<file path="src/rtl/sr_pkg.sv">
// rtl/sr_pkg.sv - mode constants and next-state rule for the set/reset flag bank
package sr_pkg;

    localparam logic [1:0] SR_RDOM     = 2'd0;
    localparam logic [1:0] SR_SDOM     = 2'd1;
    localparam logic [1:0] SR_TOGGLE   = 2'd2;
    localparam logic [1:0] SR_HOLDFLAG = 2'd3;

    // Next stored value of one channel; s=r=1 is resolved by the selected mode.
    function automatic logic next_q(input logic [1:0] mode, input logic q,
                                    input logic s, input logic r);
        logic nq;
        nq = q;
        case ({s, r})
            2'b10: nq = 1'b1;
            2'b01: nq = 1'b0;
            2'b11: begin
                case (mode)
                    SR_RDOM:   nq = 1'b0;
                    SR_SDOM:   nq = 1'b1;
                    SR_TOGGLE: nq = ~q;
                    default:   nq = q;
                endcase
            end
            default: nq = q;
        endcase
        return nq;
    endfunction

endpackage

</file>
<file path="src/rtl/sr_cell.sv">
// rtl/sr_cell.sv - one set/reset channel with change pulse and sticky violation flag
module sr_cell
    import sr_pkg::*;
#(
    parameter logic [1:0] MODE = SR_RDOM,
    parameter logic       INIT = 1'b0
) (
    input  logic clk,
    input  logic clr_n,
    input  logic en,
    input  logic s,
    input  logic r,
    input  logic err_clr,
    output logic q,
    output logic chg,
    output logic err
);

    // q_last remembers q from before the most recent edge so a change can be
    // reported one edge after it happened.
    logic q_last;
    logic viol;

    assign viol = en & s & r;

    // Stored state, its one-edge-old copy and the change pulse.
    always_ff @(posedge clk or negedge clr_n) begin
        if (!clr_n) begin
            q      <= INIT;
            q_last <= INIT;
            chg    <= 1'b0;
        end else begin
            q_last <= q;
            chg    <= en & (q ^ q_last);
            if (en) begin
                q <= next_q(MODE, q, s, r);
            end
        end
    end

    // Sticky violation flag; a clear wins over a violation on the same edge.
    always_ff @(posedge clk or negedge clr_n) begin
        if (!clr_n) begin
            err <= 1'b0;
        end else if (err_clr) begin
            err <= 1'b0;
        end else if (viol) begin
            err <= 1'b1;
        end
    end

endmodule

</file>
<file path="src/rtl/sr_ff_bank.sv">
// rtl/sr_ff_bank.sv - N-channel clocked set/reset flag bank with violation counter
module sr_ff_bank
    import sr_pkg::*;
#(
    parameter int             N     = 4,
    parameter int             MODE  = 0,
    parameter logic [N-1:0]   INIT  = {N{1'b0}},
    parameter int             CNT_W = 8
) (
    input  logic             clk,
    input  logic             clr_n,
    input  logic             en,
    input  logic [N-1:0]     s,
    input  logic [N-1:0]     r,
    input  logic             err_clr,
    output logic [N-1:0]     q,
    output logic [N-1:0]     qn,
    output logic [N-1:0]     chg,
    output logic [N-1:0]     err,
    output logic [CNT_W-1:0] vcnt
);

    if (MODE < 0 || MODE > 3) begin : g_bad_mode
        $error("sr_ff_bank: MODE must be 0..3");
    end

    localparam logic [CNT_W-1:0] VCNT_MAX = {CNT_W{1'b1}};
    localparam logic [CNT_W-1:0] VCNT_ONE = {{(CNT_W-1){1'b0}}, 1'b1};

    logic any_viol;

    assign any_viol = en & (|(s & r));
    assign qn       = ~q;

    for (genvar i = 0; i < N; i++) begin : g_cell
        sr_cell #(
            .MODE (2'(MODE)),
            .INIT (INIT[i])
        ) u_cell (
            .clk     (clk),
            .clr_n   (clr_n),
            .en      (en),
            .s       (s[i]),
            .r       (r[i]),
            .err_clr (err_clr),
            .q       (q[i]),
            .chg     (chg[i]),
            .err     (err[i])
        );
    end

    // One count per edge with any violating channel, saturating at all-ones.
    always_ff @(posedge clk or negedge clr_n) begin
        if (!clr_n) begin
            vcnt <= '0;
        end else if (err_clr) begin
            vcnt <= '0;
        end else if (any_viol && vcnt != VCNT_MAX) begin
            vcnt <= vcnt + VCNT_ONE;
        end
    end

endmodule

</file>
<file path="config.mk">
export PLATFORM = sky130hd
export DESIGN_NAME = sr_ff_bank
export DESIGN_NICKNAME = d
export VERILOG_FILES = /design/src/rtl/sr_pkg.sv /design/src/rtl/sr_cell.sv /design/src/rtl/sr_ff_bank.sv
export SDC_FILE = /design/constraint.sdc
export NUM_CORES = 1
export LEC_CHECK = 0
export BUFFER_PORTS_ARGS = -buffer_cell sky130_fd_sc_hd__buf_4
export CAP_MARGIN = 20
export CORE_MARGIN = 4
export CORE_UTILIZATION = 50
export DETAILED_ROUTE_END_ITERATION = 10
export PLACE_DENSITY = 0.79
export SLEW_MARGIN = 0
export SYNTH_ARGS = -nofsm -noshare
export SYNTH_HDL_FRONTEND = slang
export SYNTH_SLANG_ARGS = --single-unit
</file>
<file path="constraint.sdc">
create_clock -name clk -period 1.9 [get_ports clk]
set_input_delay 0.19 -clock clk [delete_from_list [all_inputs] [get_ports clk]]
set_output_delay 0.19 -clock clk [all_outputs]
set_load 0.05 [all_outputs]
</file>
Yosys cells after proc, flatten, opt, wreduce, memory -nomap -nowiden
Index checks and enable logic that the tools add are counted.

Register bits after elaboration: 24. Bits of input ports: 12. Output and inout port bits: 24. Logic and storage cells: 83.

$add $sub $neg: 1. Equal/unequal tests: 13. Mux-type cells: 14. Bitwise operators: 19. Reduce and logical (&&, ||, !) cells: 19.

Operators by type and width (count): 2-bit nonzero test (9); 2-bit == test, second input constant (8); 8-bit two-way mux (2); 1-bit bitwise AND (13); 8-bit by 1-bit adder with 8-bit output, second input constant (1); 2-bit by 1-bit == test with 1-bit output, second input constant (4); 1-bit two-way mux (8); 8-bit inequality test, second input constant (1); 1-bit case mux with 2 select lines (4); 2-bit AND reduction (4); 2-bit OR reduction (4); 4-bit bitwise AND (1); 4-bit NOT (1); 4-bit OR reduction (1); 1-bit bitwise XOR (4); 1-bit logical AND (1).

Logic depth before layout (Yosys ltp)
Gate-level depths: netlist of run 1.

Depth after elaboration: 6. Mapped depth: 5. Gate-level depth less buffers: 5.

Modules after synthesis
A second synthesis of run 1 with hierarchy kept.

Cell total of the unflattened synthesis: 95. Area, all modules: 1057.3 sq um.

By module, submodules not included: sr_cell (times used 4, cells each 10, area each 135.1 sq um); sr_ff_bank (times used 1, cells each 55, area each 516.7 sq um).

Least setup slack after synthesis of run 1
OpenSTA, ideal clock, no wires.

Path type: register to register. From: register vcnt[0]. To: register vcnt[7]. Arrival: 1.658 ns. Data required time: 1.772 ns. Slack: 0.114 ns. Stages on the path, launching flop included: 6. Path buffers: 0. Clock period less this slack: 1.786 ns. Cell sequence: dfrtp_1 ha_1 nand3_1 nor2_4 nor4_1 mux2_1.

Longest elaborated chain between the ends: 3. Elaborated cells between the ends (all ways): 6.

RTL lines: start, declared (line sr_ff_bank.sv:20) `output logic [CNT_W-1:0] vcnt`; start signal, assigned (line sr_ff_bank.sv:59) `vcnt <= vcnt + VCNT_ONE;`; 8-bit by 1-bit adder with 8-bit output or 8-bit inequality test (tied branches) (line sr_ff_bank.sv:59, sr_ff_bank.sv:58); 8-bit two-way mux or 1-bit logical AND (tied branches) (line sr_ff_bank.sv:58) `end else if (any_viol && vcnt != VCNT_MAX) begin`; 8-bit two-way mux or 2-bit nonzero test (tied branches).

Parallel ways exist; a longest one is shown, timed or not. The select of a mux whose other input is x is not followed. A chain may end at the register's enable or synchronous reset.

Final worst setup path of run 1
Ends and elaborated chain as after synthesis.

==> results of run 1 <==
==> cells in the mapped netlist <==
master     n
nand2_1    1
and2_1     4
nand2b_1   2
o21ba_2    1
o21ai_4    1
or3_1      2
mux2i_1    1
nand3_1    4
a21oi_1   12
a211oi_2   1
nand4_2    1
inv_1      5
clkbuf_1   2
nor4_4     1
nor2_1     7
a31oi_1    4
mux2_1     1
buf_4     12
and3_1     1
ha_1       1
buf_6      1
xor2_1     4
or4_1      2
a22o_4     1
nor2b_1    2
o21ai_0    1
o31ai_1    3
mux2_4     1
a22o_2     1
dfrtp_1   24
nor3_1     1
nor2_4     1
buf_12     1
nor4_1     1
==> metrics by stage <==
stage	hold WS, ps	total power [mW]	instances	cell area [sq um]
after global placement	100	0.894	155	1370
final	46.2	1.25	160	1430
after CTS	37.2	1.26	160	1430
after detailed placement	98.7	0.903	155	1370
after global routing	22.9	1.31	160	1430
after floorplan	-106	0.834	108	1200
==> where the power goes <==
group,total [mW],switching [mW],internal [mW],leakage (nW)
clock network,0.363,0.149,0.213,0.0279
registers,0.577,0.0282,0.549,0.313
logic,0.315,0.214,0.101,0.343
==> worst max-delay path, delay by kind of cell, from the launching register on <==
| family | cells | cell delay, ps |
|---|---|---|
| multiplexers | 1 | 350 |
| AND/OR/NAND/NOR | 3 | 490 |
| adder cells (fa/ha/maj) | 1 | 250 |
| flip-flops | 1 | 440 |
==> final cells by class <==
cell class / count / share of cell area
clock inverter: 1 / 0.0210
sequential: 24 / 0.419
inverter: 5 / 0.0131
tap: 28 / 0.0245
timing repair buffer: 36 / 0.190
clock buffer: 3 / 0.0157
multi-input combinational: 63 / 0.316
==> state kept, by name, summed over array words and instances, names as in the netlist <==
| register | cells |
|---|---|
| g_cell.u_cell.q | 4 |
| g_cell.u_cell.err | 4 |
| g_cell.u_cell.chg | 4 |
| vcnt | 8 |
| g_cell.u_cell.q_last | 4 |
==> what timing repair did <==
action	4_1_cts	5_1_grt
hold buffers	1	0
hold endpoints to repair	24	0
gates resized for setup	0	0
==> cells by family after synthesis <==
| family | after synthesis |
|---|---|
| AO/OA/AOI/OAI | 25 |
| XOR/XNOR | 4 |
| adder cells (fa/ha/maj) | 1 |
| buffers and inverters | 21 |
| flip-flops | 24 |
| multiplexers | 3 |
| AND/OR/NAND/NOR | 30 |
==> layer usage <==
layer	wire [microns]	up-vias	track usage
met2	1230	22	0.251
li1	-	411	-
met4	38	0	0.0695
met1	925	427	0.188
met3	94	6	0.0317
met5	0	-	0
==> final timing paths <==
path | startpoint | to | slack [ps] | cells past startpoint
min in group asynchronous | clr_n | g_cell[1].u_cell.chg | 280 | 2
max reg2reg | vcnt[0] | vcnt[7] | 270 | 5
max in group asynchronous | clr_n | vcnt[3] | 1380 | 2
max | vcnt[0] | vcnt[7] | 270 | 5
min | r[3] | g_cell[3].u_cell.q | 50 | 2
min reg2reg | g_cell[1].u_cell.q | g_cell[1].u_cell.q_last | 480 | 0
==> flow_summary.json, run 1 <==
{
  "grt_usage": 0.151,
  "powerDensity_nw_per_um2": 876,
  "path_class": "register to register",
  "p_leak_nw": 0.684,
  "drt_iter0_drc": 8,
  "cp_cell_sequence": "ha_1 -> nand3_1 -> nor2_4 -> nor4_1 -> mux2_1",
  "outcome": "completed",
  "synthCells": 108,
  "die-area_sq_um": 3250,
  "grt_overflow": 0,
  "postCtsSetupRepairBufs": 0,
  "synth_top_family_by_area": "simple AND/OR/NAND/NOR gates",
  "hold_class": "primary input to register",
  "drv_slew": 0,
  "finalSetupTns_ps": 0,
  "clk_path_buf_depth": 2,
  "synth-xor-area-share": 0.0292,
  "synth.top_cell.area_share": 0.500,
  "htree_levels": 1,
  "place.gp.congestion": 0.818,
  "grt_pass1_vias": 865,
  "postRouteAntennaNets": 0,
  "io_pins": 36,
  "drc": 0,
  "mostFrequentLayoutCell": "buf_4",
  "drive_gt1_frac": 0.364,
  "seq_area_frac_synth": 0.500,
  "crit_path_end_kind": "register",
  "peakVddDrop_mv": 0.600,
  "finalHoldViolCount": 0,
  "dieWidth_microns": 57.0,
  "first_pass_iters": 4,
  "cts_root_buffer": "clkbuf_4",
  "synthTopCellsByArea": "dfrtp_1, buf_4, a21oi_1",
  "rows": 17,
  "num-fill-cells": 194,
  "wl_per_cell_microns": 14.3,
  "avgViaCountPerCell": 5.41,
  "synth_top_area_cell": "dfrtp_1",
  "clkLatencyLatePin_ps": 310,
  "yosys.area_share.adder": 0.0104,
  "synth_fp_nets": 121,
  "clock-sinks": 24,
  "grt_max_degree": 25,
  "cp-start-kind": "register",
  "initial_core_util": 0.533,
  "rsz0062_at_grt": "no",
  "fin_crit_ps": 1630,
  "grt_pass1_wl_microns": 3920,
  "multiInputGateArea_sq_um": 453,
  "fp.coreArea_sq_um": 2250,
  "relSlewSlack": 0.756,
  "tritoncts": "built",
  "cp_data_required_time_ps": 2100,
  "dr_total_vias": 866,
  "area_delta_synth_final_pct": 19.3,
  "fmax_mhz": 614,
  "yosys.area_share.simple": 0.158,
  "synth_warnings": 0,
  "cts_buffers": 3,
  "final.setup.worst_slack_ps": 271,
  "crit_slowest_cell": "dfrtp_1",
  "drt_wl_total_microns": 2290,
  "synth_compound_area_frac": 0.149,
  "syn_area_sq_um": 1200,
  "die_h_microns": 57.0,
  "max_stage_delay_ps": 440,
  "most-common-layout-cells": "buf_4, dfrtp_1, a21oi_1, nor2_1, inv_1",
  "syn_area_per_cell_sq_um": 11.1,
  "crit_arrival_ps": 1830,
  "ys_types": 34,
  "final_nets": 146,
  "fin_crit_sh": 0.857,
  "io_buffers": 35,
  "final_core_util": 0.635,
  "path_clk_slew_ps": 140,
  "pre_cts_ws_ps": 297,
  "setup-violations-final": 0,
  "dp_hpwl_microns": 1720,
  "worst_slew_pin_slew_ps": 365,
  "skew_ps": 11.2,
  "worst-path-max-fanout": 10,
  "antenna_cells": 0,
  "maxCapViolCount": 0,
  "synthMuxAreaShare": 0.0302,
  "ff_latch_area_sq_um": 601,
  "ys_ff_latch": 24,
  "antenna_found_initial": 0
}
Power figures use the tool's default switching activity.
==> run 2, diff against run 1 <==
- SLEW_MARGIN: 0 -> unset
- clock period: 1.9 -> 1.83 ns (I/O delays scaled with it)
==> run 2 against run 1 <==
  * Count of clock-buffer cells in the layout unchanged
  * Clock skew down 8.1 ps
  * Wire length down 2.4%
  * Largest power group unchanged
  * Via count down 2.8%
  * Die area unchanged
  * Combinational power up 4%
  * Worst setup slack worse by 57 ps
  * Cell area down 2.1%
  * Sequential power up 3.8%
  * Sequential cell count unchanged
  * First-iteration DRC count up 110%
  * Global-route usage down 0.45 points
==> flow_summary.json, run 2 (synthesis gave the netlist of run 1 again) <==
{
  "htree_levels": 1,
  "hold_class": "primary input to register",
  "drive_gt1_frac": 0.359,
  "tritoncts": "built",
  "postRouteAntennaNets": 0,
  "clkLatencyLatePin_ps": 300,
  "wl_per_cell_microns": 14.1,
  "avgViaCountPerCell": 5.30,
  "worst_slew_pin_slew_ps": 362,
  "cp_cell_sequence": "ha_1 -> nand3_1 -> nor2_4 -> nor4_1 -> mux2_1",
  "most-common-layout-cells": "buf_4, dfrtp_1, a21oi_1, nor2_1, inv_1",
  "dieWidth_microns": 57.0,
  "path_class": "register to register",
  "timing.rr.start": "vcnt[0]",
  "p_sw_uw": 390,
  "top_usage_layer": "met2",
  "maxCapViolCount": 0,
  "pwr-share-seq": 0.525,
  "setup-violations-final": 0,
  "regMostFlops": "vcnt",
  "die-area_sq_um": 3250,
  "relSlewSlack": 0.758,
  "crit_arrival_ps": 1810,
  "io_buffers": 35,
  "crit_start": "vcnt[0]",
  "grtUsageMet3": 0.0430,
  "min_from": "r[3]",
  "drt_iter0_drc": 17,
  "finalInstanceArea_sq_um": 1400,
  "fp.coreArea_sq_um": 2250,
  "dr_total_vias": 842,
  "total_power_mw": 1.14,
  "peakVddDrop_mv": 0.781,
  "clock-sinks": 24,
  "path_clk_slew_ps": 110,
  "drc": 0,
  "fin_crit_ps": 1620,
  "finalSetupTns_ps": 0,
  "final_nets": 146,
  "fin_crit_sh": 0.883,
  "initial_core_util": 0.533,
  "r2r_slack_ps": 210,
  "powerDensity_nw_per_um2": 813,
  "met2_usage": 0.263,
  "place.gp.congestion": 0.818,
  "largest_register_ffs": 8,
  "grt_pass1_vias": 833,
  "io_pins": 36,
  "die_h_microns": 57.0,
  "mostFrequentLayoutCell": "buf_4",
  "p_leak_nw": 0.670,
  "crit_slowest_cell": "dfrtp_1",
  "rsz0062_at_grt": "no",
  "rows": 17,
  "grt_overflow": 0,
  "dpl_cell_area_sq_um": 1370,
  "path_depth": 5,
  "pwr-share-clk": 0.189,
  "antenna_cells": 0,
  "max_stage_delay_ps": 430,
  "combPwrFrac": 0.286,
  "finalHoldViolCount": 0,
  "clk_path_buf_depth": 2,
  "crit_path_end_kind": "register",
  "cts_buffers": 3,
  "worst-path-max-fanout": 10,
  "worstReg2RegEnd": "vcnt[7]",
  "antenna_found_initial": 0,
  "grt_pass1_wl_microns": 3750,
  "reg2reg_depth": 5,
  "cp-start-kind": "register",
  "cp-endpoint": "vcnt[7]",
  "internal-power_uw": 751,
  "grt_max_degree": 25,
  "area_delta_synth_final_pct": 16.8,
  "cp_top_family": "simple AND/OR/NAND/NOR gates",
  "post_cts_resize_count": 0,
  "cts_root_buffer": "clkbuf_4",
  "drv_slew": 0,
  "cp_data_required_time_ps": 2030,
  "drt_wl_total_microns": 2240,
  "grt_usage": 0.146,
  "first_pass_iters": 4,
  "p_sw_frac": 0.342,
  "dp_hpwl_microns": 1700,
  "outcome": "completed",
  "fmax_mhz": 619,
  "skew_ps": 3.07,
  "use_met1": 0.174,
  "crit_buf_inv": 0
}
-- run 2: worst reg2reg max path: stages (launching register included) --
cell,delay (ps)
dfrtp_1,430
ha_1,250
nand3_1,130
nor2_4,80
nor4_1,270
mux2_1,350
-- run 2: through the flow --
step	std cells	hold WS (ps)	util	worst slack, ps
2_1_floorplan	108	-113	-	44.2
3_3_place_gp	155	93.1	0.608	291
3_5_place_dp	155	92.6	0.608	241
4_1_cts	159	46.9	0.622	221
5_1_grt	159	33.8	0.622	108
6_report	159	55.6	0.622	214
-- run 2: layout make-up --
type | count | area [sq um]
Fill cell | 196 | 852
Sequential cell | 24 | 601
Multi-Input combinational cell | 63 | 453
Timing Repair Buffer | 36 | 273
Tap cell | 28 | 35.0
Clock buffer | 3 | 22.5
Inverter | 5 | 18.8
-- run 2: power groups by stage --
stage	logic, mW	clock network [mW]	registers, mW
after CTS	0.331	0.222	0.600
after detailed placement	0.328	0	0.610
final	0.327	0.215	0.599
after global placement	0.322	0	0.607
after global routing	0.345	0.249	0.605
after floorplan	0.252	0	0.614
-- run 2: worst min path at each step --
| stage | end | slack [ps] | depth (start not counted) |
|---|---|---|---|
| 2_1_floorplan | g_cell[0].u_cell.chg | -110 | 0 |
| 3_3_place_gp | vcnt[1] | 90 | 1 |
| 3_5_place_dp | g_cell[1].u_cell.err | 90 | 1 |
| 4_1_cts | g_cell[3].u_cell.q | 50 | 2 |
| 5_1_grt | g_cell[2].u_cell.q | 30 | 2 |
| 6_report | g_cell[3].u_cell.q | 60 | 2 |
-- run 2: repair_timing --
item / CTS / global route
endpoints found under the hold margin: 24 / 0
buffers inserted: 0 / 0
hold buffers: 1 / 0
-- run 2: routing by layer --
metal  vias to the layer above  wire (microns)
met3                         2             114
li1                        409               -
met4                         0              14
met5                         -               0
met1                       408             890
met2                        23            1220
==> run 3, diff against run 2 <==
- CORE_UTILIZATION: 50 -> 48
- PLACE_DENSITY: 0.79 -> 0.78
- SYNTH_HIERARCHICAL: unset -> 1
==> run 3 against run 2 <==
  * Worst setup slack got worse by 76 ps
  * Register-to-register slack got worse by 80 ps
  * Cell count rose by 1.3%
  * Non-clock buffer count did not move
  * Sequential power rose by 1%
  * Critical path depth did not move
  * Fmax fell by 4.5%
  * Cell area rose by 0.71%
  * Worst hold slack got worse by 9.3 ps
  * Synthesized cell count fell by 12%
  * Largest power group unchanged
==> flow_summary.json, run 3 <==
{
  "grt_pass1_vias": 910,
  "hold_class": "primary input to register",
  "path_clk_slew_ps": 130,
  "ff_latch_area_sq_um": 601,
  "die_h_microns": 54.9,
  "cp_top_family": "simple AND/OR/NAND/NOR gates",
  "combPwrFrac": 0.259,
  "peakVddDrop_mv": 0.607,
  "syn_area_sq_um": 1060,
  "clock-sinks": 24,
  "fmax_mhz": 591,
  "fin_crit_sh": 0.925,
  "final_nets": 148,
  "largest_register_ffs": 8,
  "whs_path_depth": 2,
  "setup-violations-final": 0,
  "synth_fp_nets": 108,
  "max_stage_delay_ps": 460,
  "dp_hpwl_microns": 1750,
  "path_class": "register to register",
  "ys_types": 30,
  "avgViaCountPerCell": 5.43,
  "yosysMostFrequentCell": "dfrtp_1",
  "antenna_found_initial": 0,
  "final.setup.worst_slack_ps": 137,
  "dpl_cell_area_sq_um": 1350,
  "postRouteAntennaNets": 0,
  "htree_levels": 1,
  "drc": 0,
  "cp_data_required_time_ps": 2040,
  "reg2reg_depth": 5,
  "grt_max_degree": 25,
  "instances_no_fill": 161,
  "pwr-share-seq": 0.454,
  "total_power_mw": 1.33,
  "synthTopCellsByArea": "dfrtp_1, a21oi_1, nor2_1",
  "placedCellCount": 156,
  "ys.flop_type": "dfrtp_1",
  "hold_ws_ps": 46.3,
  "crit_arrival_ps": 1910,
  "finalSetupTns_ps": 0,
  "clk_path_buf_depth": 2,
  "finalHoldViolCount": 0,
  "grt_overflow": 0,
  "pre_cts_ws_ps": 174,
  "p_leak_nw": 0.671,
  "path_depth": 5,
  "most-common-layout-cells": "buf_4, dfrtp_1, a21oi_1, nor2_1, inv_1",
  "regMostFlops": "vcnt",
  "p_sw_frac": 0.322,
  "mostFrequentLayoutCell": "buf_4",
  "dr_total_vias": 875,
  "clkLatencyLatePin_ps": 310,
  "worst_slew_pin_slew_ps": 299,
  "rsz0062_at_grt": "no",
  "p_sw_uw": 430,
  "io_pins": 36,
  "tritoncts": "built",
  "synth_warnings": 6,
  "seq_area_frac_synth": 0.568,
  "synth_edf_count": 0,
  "rows": 16,
  "drt_iter0_drc": 11,
  "synth_top_area_cell": "dfrtp_1",
  "finalInstanceArea_sq_um": 1410,
  "initial_core_util": 0.523,
  "cp_cell_sequence": "ha_1 -> nand3_1 -> nor2_1 -> nor2_1 -> mux2_2",
  "post_cts_resize_count": 0,
  "powerDensity_nw_per_um2": 945,
  "crit_path_end_kind": "register",
  "synth.top_cell.area_share": 0.568,
  "drt_wl_total_microns": 2330,
  "crit_buf_inv": 0,
  "cts_root_buffer": "clkbuf_4",
  "syn_area_per_cell_sq_um": 11.1,
  "synthCells": 95,
  "fin_crit_ps": 1690,
  "io_buffers": 35,
  "relSlewSlack": 0.801,
  "internal-power_uw": 905,
  "pwr-share-clk": 0.287,
  "place.gp.congestion": 0.824,
  "drive_gt1_frac": 0.351,
  "final_core_util": 0.699,
  "dieWidth_microns": 54.9,
  "num-fill-cells": 165,
  "ys_ff_latch": 24,
  "antenna_cells": 0,
  "cp-start-kind": "register",
  "area_delta_synth_final_pct": 33.6,
  "path_common_cell": "nor2_1",
  "first_pass_iters": 4,
  "grt_pass1_wl_microns": 3820,
  "synth_commonest_cells": "dfrtp_1, a21oi_1, nor2_1",
  "fp.coreArea_sq_um": 2020,
  "grt_usage": 0.180,
  "die-area_sq_um": 3020,
  "crit_slowest_cell": "dfrtp_1",
  "cts_buffers": 3,
  "worst-path-max-fanout": 5,
  "maxCapViolCount": 0,
  "drv_slew": 0,
  "multiInputGateArea_sq_um": 434,
  "outcome": "completed",
  "wl_per_cell_microns": 14.5,
  "async_reset_ff_frac": 1.00,
  "skew_ps": 1.22
}
## run 3: kinds of logic after synthesis
| logic type | Yosys count | share of synthesized area |
|---|---|---|
| flops | 24 | 0.568 |
| compound gates | 27 | 0.178 |
| buf+inv | 6 | 0.0213 |
| fa+ha+maj | 1 | 0.0118 |
| xor+xnor | 5 | 0.0414 |
| mux | 2 | 0.0201 |
| simple gates | 30 | 0.160 |
## run 3: what timing repair did
item | in CTS | in global routing
endpoints found under the hold margin | 24 | 0
setup buffers | 0 | 0
hold buffers | 1 | 0
## run 3: area by class of cell
type,count,share of cell area
multi-input cells,65,0.307
flip-flops and latches,24,0.425
inverters,5,0.0133
well taps,27,0.0239
clock inverters,1,0.0213
clock buffers,3,0.0159
repair buffers,36,0.193
## run 3: path summary, 6_finish.rpt
path                                    start                       to  slack [ps]
max                                   vcnt[0]                  vcnt[0]         140
min                                      r[1]       g_cell[1].u_cell/q          50
max reg2reg                           vcnt[0]                  vcnt[0]         140
min reg2reg                g_cell[2].u_cell/q  g_cell[2].u_cell/q_last         500
max in group asynchronous               clr_n                  vcnt[0]        1320
min in group asynchronous               clr_n  g_cell[1].u_cell/q_last         280
## run 3: power groups by stage
stage	clock, mW	combinational (mW)	sequential, mW
after global placement	0	0.339	0.614
after global routing	0.417	0.366	0.613
after CTS	0.385	0.349	0.607
after detailed placement	0	0.346	0.618
final	0.384	0.345	0.606
after floorplan	0	0.105	0.728
## run 3: metal layers
metal,global-route usage,share of wire
met5,0,0
met4,0.0810,0.0086
met3,0.0375,0.060
met2,0.339,0.53
met1,0.188,0.40
